<file path="src/rtl/cr16_ctrl_pkg.sv">
// Shared types for the CR16 control path: sequencer states, decoded
// instruction classes and small class-decode helpers.
package cr16_ctrl_pkg;

  localparam int unsigned STATE_W   = 3;
  localparam int unsigned CLASS_W   = 3;
  localparam int unsigned RETIRED_W = 16;

  typedef enum logic [STATE_W-1:0] {
    S_RESET     = 3'd0,
    S_FETCH     = 3'd1,
    S_DECODE    = 3'd2,
    S_EXECUTE   = 3'd3,
    S_MEM       = 3'd4,
    S_WRITEBACK = 3'd5,
    S_HALT      = 3'd6
  } state_e;

  typedef enum logic [CLASS_W-1:0] {
    ALU     = 3'd0,
    LOAD    = 3'd1,
    STORE   = 3'd2,
    BRANCH  = 3'd3,
    JUMP    = 3'd4,
    JAL     = 3'd5,
    HALT    = 3'd6,
    ILLEGAL = 3'd7
  } instr_class_e;

  // Redirect the PC to the target instead of incrementing.
  function automatic logic is_jump(input instr_class_e cls, input logic taken);
    return ((cls == BRANCH) && taken) || (cls == JUMP) || (cls == JAL);
  endfunction

  // Classes that commit a register result in writeback.
  function automatic logic writes_reg(input instr_class_e cls);
    return (cls == ALU) || (cls == LOAD) || (cls == JAL);
  endfunction

endpackage

</file>
<file path="src/rtl/pc_ctrl.sv">
// pc_ctrl: multi-cycle instruction sequencer driving the PC, IR and memory.
// Ports:
//   I_CLK, I_RESET (sync, active-high), I_ENABLE (low freezes everything)
//   I_MEM_READY              memory acknowledge, honoured in FETCH and MEM only
//   I_INSTR_TYPE             decoded instruction class (cr16_ctrl_pkg)
//   I_BRANCH_TAKEN, I_TARGET sampled in EXECUTE
//   O_PC_*                   PC enable / clear / mux selects / registered target
//   O_IR_LOAD, O_MEM_READ, O_MEM_WRITE, O_ADDR_SRC, O_REG_WRITE, O_HALTED
//   O_STATE                  current state for debug
//   O_RETIRED                retired-instruction count (wraps)
module pc_ctrl
  import cr16_ctrl_pkg::*;
#(
  parameter int unsigned P_ADDRESS_WIDTH = 16
) (
  input  logic                       I_CLK,
  input  logic                       I_RESET,
  input  logic                       I_ENABLE,
  input  logic                       I_MEM_READY,
  input  logic [CLASS_W-1:0]         I_INSTR_TYPE,
  input  logic                       I_BRANCH_TAKEN,
  input  logic [P_ADDRESS_WIDTH-1:0] I_TARGET,
  output logic                       O_PC_ENABLE,
  output logic                       O_PC_NRESET,
  output logic                       O_PC_ADDRESS_SELECT,
  output logic                       O_PC_ADDRESS_SELECT_INCREMENT,
  output logic [P_ADDRESS_WIDTH-1:0] O_PC_ADDRESS,
  output logic                       O_IR_LOAD,
  output logic                       O_MEM_READ,
  output logic                       O_MEM_WRITE,
  output logic                       O_ADDR_SRC,
  output logic                       O_REG_WRITE,
  output logic                       O_HALTED,
  output logic [STATE_W-1:0]         O_STATE,
  output logic [RETIRED_W-1:0]       O_RETIRED
);

  state_e                     state_q,   state_d;
  instr_class_e               instr_q,   instr_d;
  logic                       jump_q,    jump_d;
  logic [P_ADDRESS_WIDTH-1:0] pc_addr_q, pc_addr_d;
  logic [RETIRED_W-1:0]       retired_q, retired_d;

  instr_class_e cls;
  assign cls = instr_class_e'(I_INSTR_TYPE);

  // Next-state and datapath register updates; nothing moves while disabled.
  always_comb begin
    state_d   = state_q;
    instr_d   = instr_q;
    jump_d    = jump_q;
    pc_addr_d = pc_addr_q;
    retired_d = retired_q;
    if (I_ENABLE) begin
      unique case (state_q)
        S_RESET:     state_d = S_FETCH;
        S_FETCH:     if (I_MEM_READY) state_d = S_DECODE;
        S_DECODE:    state_d = S_EXECUTE;
        S_EXECUTE: begin
          // Class is latched so MEM/WRITEBACK do not depend on the decoder holding it.
          instr_d   = cls;
          jump_d    = is_jump(cls, I_BRANCH_TAKEN);
          pc_addr_d = I_TARGET;
          unique case (cls)
            LOAD, STORE: state_d = S_MEM;
            HALT:        state_d = S_HALT;
            default:     state_d = S_WRITEBACK;
          endcase
        end
        S_MEM:       if (I_MEM_READY) state_d = S_WRITEBACK;
        S_WRITEBACK: begin
          retired_d = retired_q + RETIRED_W'(1);
          state_d   = S_FETCH;
        end
        S_HALT:      state_d = S_HALT;
        default:     state_d = S_RESET;
      endcase
    end
  end

  // State and datapath registers with synchronous reset taking priority.
  always_ff @(posedge I_CLK) begin
    if (I_RESET) begin
      state_q   <= S_RESET;
      instr_q   <= ALU;
      jump_q    <= 1'b0;
      pc_addr_q <= '0;
      retired_q <= '0;
    end else begin
      state_q   <= state_d;
      instr_q   <= instr_d;
      jump_q    <= jump_d;
      pc_addr_q <= pc_addr_d;
      retired_q <= retired_d;
    end
  end

  // Output decode from state; IR load is the only input-dependent strobe.
  always_comb begin
    O_PC_ENABLE                   = 1'b0;
    O_PC_NRESET                   = 1'b1;
    O_PC_ADDRESS_SELECT           = 1'b0;
    // The sequencer always expresses "next PC" via select=0, never via this mux leg.
    O_PC_ADDRESS_SELECT_INCREMENT = 1'b0;
    O_IR_LOAD                     = 1'b0;
    O_MEM_READ                    = 1'b0;
    O_MEM_WRITE                   = 1'b0;
    O_ADDR_SRC                    = 1'b0;
    O_REG_WRITE                   = 1'b0;
    O_HALTED                      = 1'b0;
    unique case (state_q)
      S_RESET: begin
        O_PC_ENABLE = 1'b1;
        O_PC_NRESET = 1'b0;
      end
      S_FETCH: begin
        O_MEM_READ = 1'b1;
        O_IR_LOAD  = I_MEM_READY;
      end
      S_MEM: begin
        O_ADDR_SRC  = 1'b1;
        O_MEM_READ  = (instr_q == LOAD);
        O_MEM_WRITE = (instr_q == STORE);
      end
      S_WRITEBACK: begin
        O_PC_ENABLE         = 1'b1;
        O_PC_ADDRESS_SELECT = jump_q;
        O_REG_WRITE         = writes_reg(instr_q);
      end
      S_HALT:  O_HALTED = 1'b1;
      default: ;
    endcase
    // Disabled: suppress every side-effecting strobe so the pending access re-issues later.
    if (!I_ENABLE) begin
      O_PC_ENABLE = 1'b0;
      O_IR_LOAD   = 1'b0;
      O_REG_WRITE = 1'b0;
      O_MEM_READ  = 1'b0;
      O_MEM_WRITE = 1'b0;
    end
  end

  assign O_PC_ADDRESS = pc_addr_q;
  assign O_STATE      = state_q;
  assign O_RETIRED    = retired_q;

endmodule
</file>
<file path="config.mk">
export PLATFORM = sky130hd
export DESIGN_NAME = pc_ctrl
export DESIGN_NICKNAME = d
export VERILOG_FILES = /design/src/rtl/cr16_ctrl_pkg.sv /design/src/rtl/pc_ctrl.sv
export SDC_FILE = /design/constraint.sdc
export NUM_CORES = 1
export LEC_CHECK = 0
export ABC_AREA = 1
export BUFFER_PORTS_ARGS = -buffer_cell sky130_fd_sc_hd__buf_2
export CAP_MARGIN = 20
export CORE_ASPECT_RATIO = 1.25
export CORE_MARGIN = 5
export CORE_UTILIZATION = 40
export DETAILED_ROUTE_END_ITERATION = 6
export GPL_ROUTABILITY_DRIVEN = 0
export PLACE_DENSITY = 0.7
export RECOVER_POWER = 25
export SLEW_MARGIN = 20
export SYNTH_ARGS = -nofsm -noshare
export SYNTH_HDL_FRONTEND = slang
export SYNTH_SLANG_ARGS = --single-unit
</file>
<file path="constraint.sdc">
create_clock -name I_CLK -period 1.4 [get_ports I_CLK]
set_input_delay 0.28 -clock I_CLK [delete_from_list [all_inputs] [get_ports I_CLK]]
set_output_delay 0.28 -clock I_CLK [all_outputs]
set_load 0.05 [all_outputs]
</file>
==> impl_metrics.toml, run 1 <==
[status]
status = "finished with violations"
violations = "negative setup slack"

[clocking]
cts_tree = "yes"
clock_path_buffers = 2
clk_pin_slew_ns = 0.08
clk-insertion-delay-late_ns = 0.30
numCtsBuffers = 5
cts_max_level = 2
root_buffer = "clkbuf_8"
cts_sinks = 39

[floorplanning]
die-area_um2 = 5970
io_pins = 69
die_x_um = 70.1
core-area_um2 = 4390
num_rows = 27
initial_core_util = 0.411
die_h_um = 85.1

[logic_synthesis]
syn_nets = 283
synth_ff_type = "dfxtp_1"
synth_top_area_cell = "dfxtp_1"
syn_area_um2 = 1810
synth_edf_count = 0
synth_top_area_share = 0.432
ys_ff_latch = 39
synthTopCellsByCount = "57 x nand2_1, 39 x dfxtp_1, 35 x a21oi_1"
synth_area_leaders = "dfxtp_1 43%, nand2_1 12%, a21oi_1 9.7%"
ys_types = 27
yosysWarningCount = 0
synth_area_per_cell_um2 = 7.00
synth-seq-area-share = 0.432
synthCells = 258
synthArstFlopShare = 0
synthMostInstantiatedCell = "nand2_1"

[pwr]
vdd_ir_drop_max_v = 0.000652
p_per_area_nw_per_um2 = 836
leakage_nw = 1.35
power.total_mw = 2.63

[global_routing]
grt_max_degree = 27
grt-ovfl-total = 0
grt_antenna_before_repair = 0
grt_pass1_vias = 1943
grt_pass1_wl_um = 8890
grt.total_usage = 0.183

[timing]
min_period_over_period = 1.21
timing.fmax_mhz = 589
finalHoldViolations = 0
period_minus_slack_ns = 1.70
drv_slew = 0
fin_skew_ns = 0.0107
fin_ws_ns = -0.298
setup_violations = 43
rsz0062_at_grt = "yes"

[worst_setup_path]
cp_max_fo = 4
critical_path_class = "flop to primary output"
critPathArrivalTime_ns = 1.42
worst_setup_path_end_kind = "primary output"
startpoint_type = "flop"
required_ns = 1.12
r2r.worst_path.cells = 11

[layout]
finalNetCount = 391
antennaDiodeCount = 0
syn_to_final_growth_pct = 74.4
drive_gt1_frac = 0.545
final_core_utilization = 0.717

[placed_design]
place_hpwl_um = 3840
port_buffers = 67

[routing]
drc_errors = 0
drt_iter0_drc = 124
viasPerCell = 5.02
firstDrtPassIters = 4
wl_um = 6420
dr_total_vias = 2134
postRouteAntennaNets = 0
routedWlPerCell_um = 15.1

[flow_run]
maxCapViolCount = 0

[hold_path]
min_path_type = "input port to flop"
min_path_cells = 3
## per-stage QoR
stage / hold slack [ns] / std cells / area (µm²) / worst slack (ns) / setup TNS (ns)
floorplan: 0.444 / 258 / 1900 / -0.288 / -1.04
global placement: 0.443 / 400 / 2460 / -0.115 / -0.449
detailed placement: 0.449 / 400 / 2460 / -0.146 / -0.524
CTS: 0.242 / 415 / 2790 / -0.252 / -1.45
global route: 0.246 / 425 / 3150 / -0.334 / -8.40
finish: 0.258 / 425 / 3150 / -0.298 / -5.59
## logic make-up (layout without fill, tap and decap cells)
family	after synthesis	count (layout)	share of synthesized area
buffers and inverters	39	147	0.0942
other	1	1	0.00208
AND/OR/NAND/NOR	131	132	0.328
AO/OA/AOI/OAI	46	46	0.132
XOR/XNOR	1	1	0.00485
adder cells (fa/ha/maj)	1	1	0.00693
flip-flops	39	39	0.432
## power breakdown
part / internal [mW] / switching, mW
logic: 0.231 / 0.320
clock network: 0.531 / 0.410
registers: 1.12 / 0.0182
total: 1.88 / 0.749
## worst max-delay path, cell delays in order (launching register included)
cell     delay (ns)
dfxtp_4        0.38
buf_6          0.13
inv_6          0.04
nor2_4         0.13
nand2_4        0.09
a21oi_4        0.17
buf_6          0.18
## layer usage
metal  track usage  share of wire  vias up
li1              -              -     1056
met4        0.0523          0.011        0
met1         0.202           0.37     1016
met5             0              0        -
met3        0.0450          0.049        7
met2         0.344           0.57       55
## cell type report
cell class,count,area [µm²]
clock buffers,5,68.8
clock inverters,3,43.8
fillers,318,1240
inverters,28,115
multi-input cells,181,1230
flip-flops and latches,39,800
well taps,58,72.6
repair buffers,111,820
## cell usage in the layout (no fill, tap or decap), drive strengths merged
cell	instances
a211oi	1
a21oi	35
and3	1
buf	100
bufinv	1
clkbuf	16
clkinv	2
conb	1
dfxtp	39
ha	1
inv	28
nand2	59
nand3	29
nand4	7
nor2	29
nor3	6
o21a	2
o21ai	8
or2	1
xnor2	1
## registers in the layout, summed over array words and instances (netlist names)
register	flops
O_RETIRED	16
instr_q	3
O_STATE	3
O_PC_ADDRESS	16
jump_q	1
## path summary, 6_finish.rpt
kind	start	endpoint	slack (ns)
min	I_TARGET[12]	O_PC_ADDRESS[12]	0.26
max	O_STATE[0]	O_MEM_READ	-0.30
min reg2reg	O_RETIRED[0]	O_RETIRED[0]	0.47
max reg2reg	O_STATE[0]	O_RETIRED[11]	-0.18
## timing repair
| item | 4_1_cts | 5_1_grt |
|---|---|---|
| hold buffers | 0 | 0 |
| gates cloned | 0 | 2 |
| buffers inserted | 8 | 10 |
| endpoints found under the setup margin | 17 | 43 |
| hold endpoints to repair | 0 | 0 |
| pin swaps | 9 | 21 |
| resized for setup | 48 | 78 |
(Power assumes the default switching activity.)
==> run 2, diff against run 1 <==
Settings changed: CORE_UTILIZATION 40 to 39, HOLD_SLACK_MARGIN set to 0.03, PLACE_DENSITY 0.7 to 0.69.
==> run 2 against run 1 <==
Compared with the run above: the run still ends with negative setup slack left; design area fell by 2.6%; clock power barely moved; count of clock-buffer cells in the layout did not move; sequential share of layout area rose by 0.68 points; largest power group unchanged; non-clock buffer count fell by 6; core utilization fell by 2.9 points; clock skew fell by 0.0043 ns; via count fell by 3.3%; hold slack got worse by 0.019 ns; largest cell class unchanged; global-route usage fell by 1.5 points; critical path type unchanged; highest routed layer unchanged.
==> impl_metrics.toml, run 2 (synthesis gave the netlist of run 1 again) <==
[status]
status = "finished with violations"
violations = "negative setup slack"

[global_routing]
grt_pass1_vias = 1854
grt.total_usage = 0.168
grt_pass1_wl_um = 8320
grt_antenna_before_repair = 0
grt_max_degree = 27
grt-ovfl-total = 0

[routing]
viasPerCell = 4.94
postRouteAntennaNets = 0
dr_total_vias = 2064
routedWlPerCell_um = 13.8
wl_um = 5780
firstDrtPassIters = 4
drc_errors = 0
drt_iter0_drc = 77

[floorplanning]
io_pins = 69
num_rows = 27
core-area_um2 = 4460
initial_core_util = 0.405
die_x_um = 70.9
die-area_um2 = 6100
die_h_um = 86.1

[worst_setup_path]
worst_setup_path_end_kind = "primary output"
path_buf_inv = 4
crit_cells = 7
r2r-start = "O_STATE[0]"
crit_family = "buffers and inverters"
rrSetupSlack_ns = -0.08
cp-startpoint = "O_STATE[0]"
worst_path_largest_cell_delay_ns = 0.37
required_ns = 1.12
critPathArrivalTime_ns = 1.40
cp_cell_sequence = "nor2_4, buf_4, buf_4, buf_6, nand2_4, a21oi_4, buf_6"
cp_max_fo = 3
startpoint_type = "flop"
crit_end = "O_PC_ENABLE"
critical_path_class = "flop to primary output"
r2r_end = "O_PC_ADDRESS[0]"
critPathSlowestCell = "dfxtp_4"
r2r.worst_path.cells = 9

[layout]
finalNetCount = 384
drive_gt1_frac = 0.522
fillerInstances = 380
antennaDiodeCount = 0
layout_commonest_cell = "buf_2"
final_core_utilization = 0.687
final_cell_mix = "46 x buf_2, 41 x nand2_1, 30 x dfxtp_1, 23 x inv_1, 22 x buf_6"
syn_to_final_growth_pct = 69.8

[pwr]
leakage_nw = 1.32
sw_frac_of_total = 0.279
p_per_area_nw_per_um2 = 837
switchingPower_uw = 717
comb_power_share = 0.189
power.total_mw = 2.57
seqPwrFrac = 0.444
power.share.clock = 0.367
vdd_ir_drop_max_v = 0.000557
p_int_mw = 1.85

[placed_design]
place_hpwl_um = 3780
port_buffers = 67

[clocking]
clk-insertion-delay-late_ns = 0.29
cts_sinks = 39
numCtsBuffers = 5
hold_buffers = 0
cts_max_level = 2
root_buffer = "clkbuf_8"
clk_pin_slew_ns = 0.08
clock_path_buffers = 2
cts_tree = "yes"

[timing]
period_minus_slack_ns = 1.68
rsz0062_at_grt = "yes"
timing.fmax_mhz = 594
drv_slew = 0
min_period_over_period = 1.20
finalHoldViolations = 0
setup_violations = 21
fin_ws_ns = -0.284
fin_skew_ns = 0.00634

[hold_path]
min_path_type = "input port to flop"
min_path_cells = 3

[flow_run]
maxCapViolCount = 0
[run 2: repair_timing]
item,4_1_cts,5_1_grt
gates cloned,0,1
resized for setup,49,69
pin swaps,8,24
setup buffers,4,10
endpoints found under the setup margin,20,41
[run 2: how the worst min path moves through the flow]
stage	startpoint	endpoint	slack (ns)
after detailed placement	O_PC_ADDRESS[0]	O_PC_ADDRESS[0]	0.45
after global routing	I_TARGET[6]	O_PC_ADDRESS[6]	0.24
after floorplan	I_TARGET[0]	O_PC_ADDRESS[0]	0.44
after global placement	O_PC_ADDRESS[11]	O_PC_ADDRESS[11]	0.44
after CTS	I_TARGET[11]	O_PC_ADDRESS[11]	0.24
final	I_TARGET[6]	O_PC_ADDRESS[6]	0.24
[run 2: area by class of cell]
class	count	area (µm²)	area share
tap	58	72.6	0.0237
clock buffer	5	68.8	0.0224
clock inverter	3	43.8	0.0143
timing repair buffer	105	791	0.258
multi-input combinational	180	1180	0.384
inverter	28	113	0.0367
sequential	39	800	0.261
[run 2: power by group through the flow]
stage	Sequential [mW]	Combinational [mW]	Clock [mW]
floorplan	1.21	0.182	0
global placement	1.16	0.356	0
detailed placement	1.16	0.361	0
CTS	1.14	0.434	0.956
global route	1.14	0.511	1.02
finish	1.14	0.485	0.942
[run 2: per-layer routing]
metal,part of all wire,vias up,GRT usage
met1,0.38,954,0.182
met2,0.54,57,0.310
met5,0,-,0
met4,0.020,0,0.0564
met3,0.060,11,0.0492
li1,-,1042,-
[run 2: worst register-to-register path, cell delays in order, from the launching register on]
cell and delay (ns):
dfxtp_4 0.38, buf_6 0.11, inv_4 0.04, buf_6 0.11
nor3_4 0.18, nand2_4 0.12, buf_6 0.14, clkbuf_16 0.17
nand2_4 0.08, a21oi_2 0.04
[run 2: per-stage QoR]
step	instances	setup slack [ns]	hold slack, ns	instance area (µm²)	TNS (ns)
3_5_place_dp	398	-0.123	0.451	2450	-0.525
3_3_place_gp	398	-0.106	0.445	2450	-0.352
5_1_grt	418	-0.345	0.237	3070	-4.37
6_report	418	-0.284	0.239	3070	-2.11
2_1_floorplan	258	-0.288	0.444	1900	-1.04
4_1_cts	409	-0.244	0.241	2750	-1.15
==> run 3, diff against run 2 <==
==> constraint.sdc (replaced) <==
create_clock -name I_CLK -period 1.4 [get_ports I_CLK]
set_input_delay 0.14 -clock I_CLK [delete_from_list [all_inputs] [get_ports I_CLK]]
set_output_delay 0.14 -clock I_CLK [all_outputs]
set_load 0.05 [all_outputs]
==> run 3 against run 2 <==
Compared with the run above: clock skew fell by 0.0028 ns; design area fell by 13%; critical endpoint is now O_MEM_READ; sequential cell count did not move; core utilization fell by 9.1 points; wire length fell by 9.4%; clock power fell by 11%; the flow still finishes with violations (negative setup slack); worst setup slack improved by 0.18 ns; first-iteration DRC count fell by 16%; register-to-register slack improved by 0.05 ns; sequential power barely moved.
==> impl_metrics.toml, run 3 (synthesis gave the netlist of run 1 again) <==
[floorplanning]
die-area_um2 = 6100
num_rows = 27
initial_core_util = 0.405
core-area_um2 = 4460
die_h_um = 86.1
io_pins = 69
die_x_um = 70.9

[hold_path]
whs_endpoint = "O_PC_ADDRESS[4]"
min_path_cells = 3
min-delay-start = "I_TARGET[4]"
min_path_type = "input port to flop"

[pwr]
power.share.clock = 0.357
leakage_nw = 1.13
seqPwrFrac = 0.486
p_per_area_nw_per_um2 = 884
comb_power_share = 0.158
sw_frac_of_total = 0.278
switchingPower_uw = 653
vdd_ir_drop_max_v = 0.000434
p_int_mw = 1.70

[placed_design]
place_hpwl_um = 3630
port_buffers = 67

[layout]
finalNetCount = 370
antennaDiodeCount = 0
final_core_utilization = 0.596
drive_gt1_frac = 0.370
layout_commonest_cell = "nand2_1"
final_cell_mix = "53 x nand2_1, 45 x buf_2, 30 x dfxtp_1, 28 x a21oi_1, 26 x nand3_1"
syn_to_final_growth_pct = 47.2
fillerInstances = 449

[worst_setup_path]
worst_path_largest_cell_delay_ns = 0.37
worst_setup_path_end_kind = "primary output"
r2r-start = "O_STATE[0]"
path_buf_inv = 1
critPathArrivalTime_ns = 1.37
crit_family = "simple AND/OR/NAND/NOR gates"
r2r.worst_path.cells = 9
critical_path_class = "flop to primary output"
r2r_end = "O_RETIRED[9]"
startpoint_type = "flop"
critPathSlowestCell = "dfxtp_4"
rrSetupSlack_ns = -0.03
cp_max_fo = 3
crit_cells = 5
cp_cell_sequence = "nor2_4, nand2_2, or2_4, a21oi_4, buf_6"
required_ns = 1.26

[routing]
viasPerCell = 4.82
routedWlPerCell_um = 13.0
postRouteAntennaNets = 0
dr_total_vias = 1949
drt_iter0_drc = 65
drc_errors = 0
wl_um = 5240
firstDrtPassIters = 4

[timing]
hold-worst-slack_ns = 0.112
max-slew-margin-rel = 0.599
rsz0062_at_grt = "yes"
fin_ws_ns = -0.108
drv_slew = 0
timing.fmax_mhz = 663
min_period_over_period = 1.08
fin_skew_ns = 0.00349
period_minus_slack_ns = 1.51
setup_violations = 7
worstMarginPinSlew_ns = 0.604
finalSetupTns_ns = -0.289
finalHoldViolations = 0

[clocking]
cts_tree = "yes"
cts_sinks = 39
cts_max_level = 2
clk_pin_slew_ns = 0.07
clk-insertion-delay-late_ns = 0.29
clock_path_buffers = 2
numCtsBuffers = 5
root_buffer = "clkbuf_8"
hold_buffers = 0

[global_routing]
grt_pass1_vias = 1926
grt_pass1_wl_um = 8530
grt.total_usage = 0.171
grt-ovfl-total = 0
grt_max_degree = 27
grt_antenna_before_repair = 0

[status]
violations = "negative setup slack"
status = "finished with violations"

[flow_run]
maxCapViolCount = 0
-- run 3: metal layers --
layer  wire, µm  track usage
met1       2240        0.189
met2       2700        0.313
met3        235       0.0457
met4         64       0.0581
met5          0            0
-- run 3: worst min-delay path: stages --
cell and delay [ns]:
buf_2 0.09, nand3_1 0.07, a21oi_1 0.06
-- run 3: stage by stage --
stage / setup WS (ns) / instance area, µm² / instances / power, mW
5_1_grt: -0.179 / 2660 / 404 / 2.45
3_3_place_gp: 0.00798 / 2350 / 388 / 1.48
6_report: -0.108 / 2660 / 404 / 2.35
4_1_cts: -0.110 / 2560 / 399 / 2.35
3_5_place_dp: -0.0126 / 2350 / 388 / 1.49
2_1_floorplan: -0.148 / 1890 / 258 / 1.38
-- run 3: cell type report --
class | count | area, µm² | area share
flip-flops and latches | 39 | 800 | 0.301
repair buffers | 89 | 557 | 0.210
well taps | 58 | 72.6 | 0.0273
clock buffers | 8 | 100 | 0.0377
multi-input cells | 182 | 1020 | 0.383
inverters | 28 | 110 | 0.0414
-- run 3: timing repair --
item                                    4_1_cts  5_1_grt
pin swaps                                     3        7
endpoints found under the setup margin        8       38
resized for setup                            31       22
setup buffers                                 3        4
cloned                                        0        2
-- run 3: power by group through the flow --
| stage | Combinational [mW] | Sequential (mW) | Clock [mW] |
|---|---|---|---|
| after global placement | 0.321 | 1.16 | 0 |
| after CTS | 0.351 | 1.14 | 0.858 |
| final | 0.370 | 1.14 | 0.838 |
| after floorplan | 0.177 | 1.21 | 0 |
| after detailed placement | 0.324 | 1.16 | 0 |
| after global routing | 0.399 | 1.14 | 0.909 |
-- run 3: worst max-delay path by stage --
stage / to / from / slack, ns
after floorplan: O_REG_WRITE / O_STATE[2] / -0.15
after global placement: O_RETIRED[11] / O_STATE[0] / 0.008
after global routing: O_MEM_READ / O_STATE[1] / -0.18
after CTS: O_MEM_READ / O_STATE[1] / -0.11
final: O_MEM_READ / O_STATE[1] / -0.11
after detailed placement: O_RETIRED[11] / O_STATE[0] / -0.01
